[src/rtl/rx_stream_xor.sv]
// Receive-path payload unit: XORs an AXI-Stream payload with a handshaked keystream
// word, buffers results in a 2-entry output FIFO and tracks frame protocol errors.
module rx_stream_xor #(
  parameter int DATA_WIDTH = 32,
  parameter int KS_DEPTH   = 4,
  parameter int CNT_WIDTH  = 16
) (
  input  logic                  i_aclk,
  input  logic                  i_areset,
  input  logic                  i_enable,
  input  logic                  i_bypass,
  input  logic                  i_flush,
  input  logic [DATA_WIDTH-1:0] s_axis_tdata,
  input  logic                  s_axis_tvalid,
  input  logic                  s_axis_sof,
  input  logic                  s_axis_eof,
  output logic                  s_axis_tready,
  input  logic [DATA_WIDTH-1:0] ks_tdata,
  input  logic                  ks_tvalid,
  output logic                  ks_tready,
  output logic [DATA_WIDTH-1:0] m_axis_tdata,
  output logic                  m_axis_tvalid,
  output logic                  m_axis_sof,
  output logic                  m_axis_eof,
  input  logic                  m_axis_tready,
  output logic [CNT_WIDTH-1:0]  o_frame_count,
  output logic [CNT_WIDTH-1:0]  o_error_count,
  output logic                  o_error,
  output logic                  o_frame_state
);

  // Handshake rule on every port: a word moves on a clock edge where valid && ready
  // are both 1; valid never waits on ready, and ready never depends on m_axis_tready.

  localparam int KS_AW = $clog2(KS_DEPTH);
  localparam logic [KS_AW:0] KS_FULL = (KS_AW+1)'(KS_DEPTH);

  typedef enum logic {IDLE, IN_FRAME} frame_state_t;

  logic [DATA_WIDTH-1:0] ks_mem [KS_DEPTH];
  logic [KS_AW-1:0]      ks_wr_ptr, ks_rd_ptr;
  logic [KS_AW:0]        ks_count;
  logic [DATA_WIDTH-1:0] ks_head;

  logic [DATA_WIDTH+1:0] ob_mem [2];
  logic                  ob_wr_ptr, ob_rd_ptr;
  logic [1:0]            ob_count;
  logic [DATA_WIDTH+1:0] ob_word;

  logic accept, ks_push, ks_pop, ob_pop;
  logic frame_inc, proto_err;
  frame_state_t state_q, state_d;

  assign ks_tready = !i_areset && (ks_count < KS_FULL) && !i_flush;
  // A keystream word pushed this cycle is not yet usable, so only the registered count counts.
  assign s_axis_tready = !i_areset && i_enable && (ob_count != 2'd2) &&
                         (i_bypass || ((ks_count != '0) && !i_flush));

  assign accept  = s_axis_tvalid && s_axis_tready;
  assign ks_push = ks_tvalid && ks_tready;
  assign ks_pop  = accept && !i_bypass;
  assign ob_pop  = m_axis_tvalid && m_axis_tready;
  assign ks_head = ks_mem[ks_rd_ptr];
  assign ob_word = {(i_bypass ? s_axis_tdata : (s_axis_tdata ^ ks_head)), s_axis_sof, s_axis_eof};

  always_ff @(posedge i_aclk) begin
    if (ks_push) ks_mem[ks_wr_ptr] <= ks_tdata;
  end

  always_ff @(posedge i_aclk or posedge i_areset) begin
    if (i_areset) begin
      ks_wr_ptr <= '0;
      ks_rd_ptr <= '0;
      ks_count  <= '0;
    end else if (i_flush) begin
      ks_wr_ptr <= '0;
      ks_rd_ptr <= '0;
      ks_count  <= '0;
    end else begin
      if (ks_push) ks_wr_ptr <= ks_wr_ptr + KS_AW'(1);
      if (ks_pop)  ks_rd_ptr <= ks_rd_ptr + KS_AW'(1);
      case ({ks_push, ks_pop})
        2'b10:   ks_count <= ks_count + (KS_AW+1)'(1);
        2'b01:   ks_count <= ks_count - (KS_AW+1)'(1);
        default: ks_count <= ks_count;
      endcase
    end
  end

  always_ff @(posedge i_aclk or posedge i_areset) begin
    if (i_areset) begin
      ob_mem[0] <= '0;
      ob_mem[1] <= '0;
      ob_wr_ptr <= 1'b0;
      ob_rd_ptr <= 1'b0;
      ob_count  <= 2'd0;
    end else begin
      if (accept) begin
        ob_mem[ob_wr_ptr] <= ob_word;
        ob_wr_ptr         <= ~ob_wr_ptr;
      end
      if (ob_pop) ob_rd_ptr <= ~ob_rd_ptr;
      case ({accept, ob_pop})
        2'b10:   ob_count <= ob_count + 2'd1;
        2'b01:   ob_count <= ob_count - 2'd1;
        default: ob_count <= ob_count;
      endcase
    end
  end

  assign m_axis_tvalid = (ob_count != 2'd0);
  assign {m_axis_tdata, m_axis_sof, m_axis_eof} = m_axis_tvalid ? ob_mem[ob_rd_ptr] : '0;

  always_comb begin
    state_d   = state_q;
    frame_inc = 1'b0;
    proto_err = 1'b0;
    if (accept) begin
      case (state_q)
        IDLE: begin
          if (s_axis_sof && s_axis_eof) frame_inc = 1'b1;
          else if (s_axis_sof)          state_d   = IN_FRAME;
          else                          proto_err = 1'b1;
        end
        IN_FRAME: begin
          // A sof inside a frame restarts it; the word is still forwarded.
          if (s_axis_sof) proto_err = 1'b1;
          if (s_axis_eof) begin
            frame_inc = 1'b1;
            state_d   = IDLE;
          end
        end
        default: state_d = IDLE;
      endcase
    end
  end

  always_ff @(posedge i_aclk or posedge i_areset) begin
    if (i_areset) begin
      state_q       <= IDLE;
      o_frame_count <= '0;
      o_error_count <= '0;
      o_error       <= 1'b0;
    end else begin
      state_q <= state_d;
      if (frame_inc) o_frame_count <= o_frame_count + CNT_WIDTH'(1);
      if (proto_err && (o_error_count != '1)) o_error_count <= o_error_count + CNT_WIDTH'(1);
      // A new error in the flush cycle wins, so it is never silently lost.
      if (proto_err)    o_error <= 1'b1;
      else if (i_flush) o_error <= 1'b0;
    end
  end

  assign o_frame_state = (state_q == IN_FRAME);

endmodule

[config.mk]
export PLATFORM = sky130hd
export DESIGN_NAME = rx_stream_xor
export DESIGN_NICKNAME = d
export VERILOG_FILES = /design/src/rtl/rx_stream_xor.sv
export SDC_FILE = /design/constraint.sdc
export NUM_CORES = 1
export LEC_CHECK = 0
export CAP_MARGIN = 20
export CORE_MARGIN = 4
export CORE_UTILIZATION = 55
export DETAILED_ROUTE_END_ITERATION = 10
export PLACE_DENSITY = 0.83
export SYNTH_ARGS = -nofsm -noshare
export SYNTH_HDL_FRONTEND = slang
export SYNTH_SLANG_ARGS = --single-unit
[constraint.sdc]
create_clock -name i_aclk -period 4.6 [get_ports i_aclk]
set_input_delay 0.46 -clock i_aclk [delete_from_list [all_inputs] [get_ports i_aclk]]
set_output_delay 0.46 -clock i_aclk [all_outputs]
set_load 0.01 [all_outputs]
==> reports/qor.csv <==
stage,metric,value,unit
grt,grt_pass1_vias,6265,
worst_setup_path,critPathCaptureType,primary output,
detailed_routing,drt-initial-drc-count,428,
cts,cts_sinks,241,
finish,syn_to_final_growth,23.0,%
finish,regArea,6680,um2
cts,cts_buffers,24,
yosys,syn_area,10200,um2
cts,cts_hold_buf,0,
hold_path,hold_path_class,reg2reg,
cts,clockBufferDepth,3,
worst_setup_path,required,4.14,ns
finish,multi_input_area,3400,um2
timing,relSlewSlack,0.268,
run_status,status,"complete, no violations",
detailed_routing,vias_per_cell,5.59,
cts,cts_resized,0,
die,start_util,0.565,
detailed_routing,drc_errors,0,
worst_setup_path,cp.arrival,2.59,ns
finish,fill_cells,1235,
yosys,yosys_warnings,0,
cts,clock_latency,0.50,ns
grt,track_usage,0.205,
timing,max_slew.worst_pin.slew,1.10,ns
timing,setup_viol,0,
power,powerDensity,524,nW/um2
cts,clkTransAtPathRegs,0.06,ns
worst_setup_path,cp_slowest_cell,dfrtp_2,
finish,drive_gt1_frac,0.101,
timing,setup_tns,0,ns
cts,root_buffer,clkbuf_16,
placement,pre_cts_slack,1.25,ns
finish,fin_util,0.694,
yosys,synth-async-reset-ratio,0.469,
die,io_pins,145,
yosys,synthCells,726,
yosys,yosysSeqAreaShare,0.651,
die,die-area,20900,um2
die,die_y,145,um
detailed_routing,wl,21000,um
detailed_routing,wire_per_inst,18.9,um
timing,final_hold_viol_count,0,
timing,period_needed,3.05,ns
timing,rsz0062_at_grt,no,
run,maxCapViolCount,0,
worst_setup_path,cp_max_fo,35,
yosys,ys.flop_type,edfxtp_1,
grt,antenna_found_initial,1,
yosys,synth_cell_types,45,
timing,holdWs,0.470,ns
placement,dp_hpwl,13400,um
placement,gp_congestion,0.732,
yosys,synth_edf_count,128,
detailed_routing,firstDrtPassIters,5,
timing,timing.final.crit_share,0.662,
detailed_routing,ant_nets,0,
grt,grt_max_degree,73,
worst_setup_path,crit_type,reg2out,
yosys,ys_ff_latch,241,
placement,numPortBuffers,144,
timing,setup_ws,1.55,ns
timing,slew_viol_final,0,
die,fp-row-count,49,
grt,grt_pass1_wl,33500,um
power,irDropWorstVdd,331,uV
power,power.static_leakage,0.00466,uW
cts,h-tree-depth,1,
worst_setup_path,cpPeakStageDelay,1.09,ns
worst_setup_path,crit_chain,mux2i_1 -> nor2_1 -> clkdlybuf4s50_1,
finish,nets,949,
die,dieWidth,145,um
timing,fin_skew,0.00773,ns
grt,grt_overflow_total,0,
die,core_area,18100,um2
detailed_routing,vias,6213,
timing,max_freq,328,MHz
cts,post-cts-setup-buffers,0,
yosys,syn_avg_cell_area,14.1,um2
cts,cts_tree,built,
yosys,syn-num-nets,808,
worst_setup_path,setup.worst_path.start_class,register,
finish,n_antenna_cell,0,
## layer usage
metal	wire length [um]	vias up	global-route usage	part of all wire
met5	20	-	0	0.00095
met2	10700	178	0.348	0.51
li1	-	2913	-	-
met4	436	2	0.0560	0.021
met3	1080	36	0.0327	0.051
met1	8820	3084	0.279	0.42
## worst paths after layout
| check | start | endpoint | slack [ns] | cells past startpoint |
|---|---|---|---|---|
| max | ob_rd_ptr | m_axis_tdata[26] | 1.55 | 3 |
| min | o_frame_count[15] | o_frame_count[15] | 0.47 | 1 |
| max reg2reg | ks_count[2] | ks_count[2] | 2.06 | 7 |
| min reg2reg | o_frame_count[15] | o_frame_count[15] | 0.47 | 1 |
| max in group asynchronous | i_areset | ob_rd_ptr | 2.90 | 3 |
| min in group asynchronous | i_areset | o_error_count[0] | 0.57 | 2 |
## synth_stat cells (2+ instances only)
master / instances / area, um2
ha_1: 7 / 87.6
a21oi_1: 66 / 330
and2_1: 3 / 18.8
mux4_2: 32 / 721
buf_4: 5 / 37.5
nor3_2: 2 / 20.0
buf_2: 15 / 75.1
xor2_1: 7 / 61.3
nand4_1: 17 / 106
nor2_1: 105 / 394
nand2_1: 8 / 30.0
mux2_2: 7 / 78.8
nor2b_1: 33 / 206
and4_1: 4 / 35.0
dfrtp_1: 113 / 2830
nand3_1: 13 / 65.1
inv_1: 10 / 37.5
xnor2_1: 61 / 534
o211ai_1: 2 / 15.0
edfxtp_1: 128 / 3840
mux2i_1: 34 / 340
and3_1: 13 / 81.3
o21ai_0: 4 / 20.0
nor3_1: 4 / 20.0
clkbuf_1: 12 / 45.0
nand2b_1: 2 / 12.5
## stage by stage
| step | instances | area (um2) | power, uW |
|---|---|---|---|
| floorplan | 726 | 10200 | 3880 |
| global route | 1111 | 12600 | 6950 |
| detailed placement | 1070 | 11900 | 4810 |
| CTS | 1111 | 12600 | 6650 |
| finish | 1111 | 12600 | 6600 |
| global placement | 1070 | 11900 | 4750 |
## layout by cell type (no fill, tap or decap), types with 4 or more instances in the layout
cell type / synthesis / final
nand2_1: 8 / 8
nor2_1: 105 / 104
and4_1: 4 / 4
clkdlybuf4s50_1: 0 / 143
clkbuf_1: 12 / 11
buf_4: 5 / 4
ha_1: 7 / 7
xnor2_1: 61 / 61
xor2_1: 7 / 7
nand3_1: 13 / 13
and3_2: 0 / 4
dfrtp_1: 113 / 110
clkbuf_16: 0 / 25
o21ai_0: 4 / 4
inv_1: 10 / 9
mux2i_1: 34 / 34
nand4_1: 17 / 17
a21oi_1: 66 / 66
and3_1: 13 / 9
mux2_2: 7 / 7
mux4_2: 32 / 32
nor2b_1: 33 / 33
edfxtp_1: 128 / 128
## cell type report
type,instances,share of cell area
Multi-Input combinational cell,442,0.270
Timing Repair Buffer,148,0.116
Clock buffer,38,0.0551
Inverter,10,0.00318
Sequential cell,241,0.530
Tap cell,229,0.0227
Clock inverter,3,0.00298
## kinds of logic (layout without fill, tap and decap cells)
logic type               Yosys count  after routing  synth area share
AO/OA/AOI/OAI                     77             77            0.0407
XOR/XNOR                          68             68            0.0581
adder cells (fa/ha/maj)            8              8            0.0105
buffers and inverters             43            199            0.0194
flip-flops                       241            241             0.651
multiplexers                      74             74             0.112
AND/OR/NAND/NOR                  215            215             0.108
## sequential cells by signal, summed over array words and instances, names as in the netlist
signal,flops
ks_count,3
ks_mem,128
ks_rd_ptr,2
ks_wr_ptr,2
o_error,1
o_error_count,16
o_frame_count,16
o_frame_state,1
ob_count,2
ob_mem,68
ob_rd_ptr,1
ob_wr_ptr,1
## where the power goes
part / switching (uW) / internal, uW
clock: 750 / 1080
combinational: 851 / 960
sequential: 312 / 2650
total: 1910 / 4690
## worst max-delay path, delay by kind of cell, from the launching register on
kind,cells,cell delay (ns)
buf+inv,1,0.59
simple gates,1,0.22
mux,1,0.17
flops,1,1.09
(Power assumes the default switching activity.)
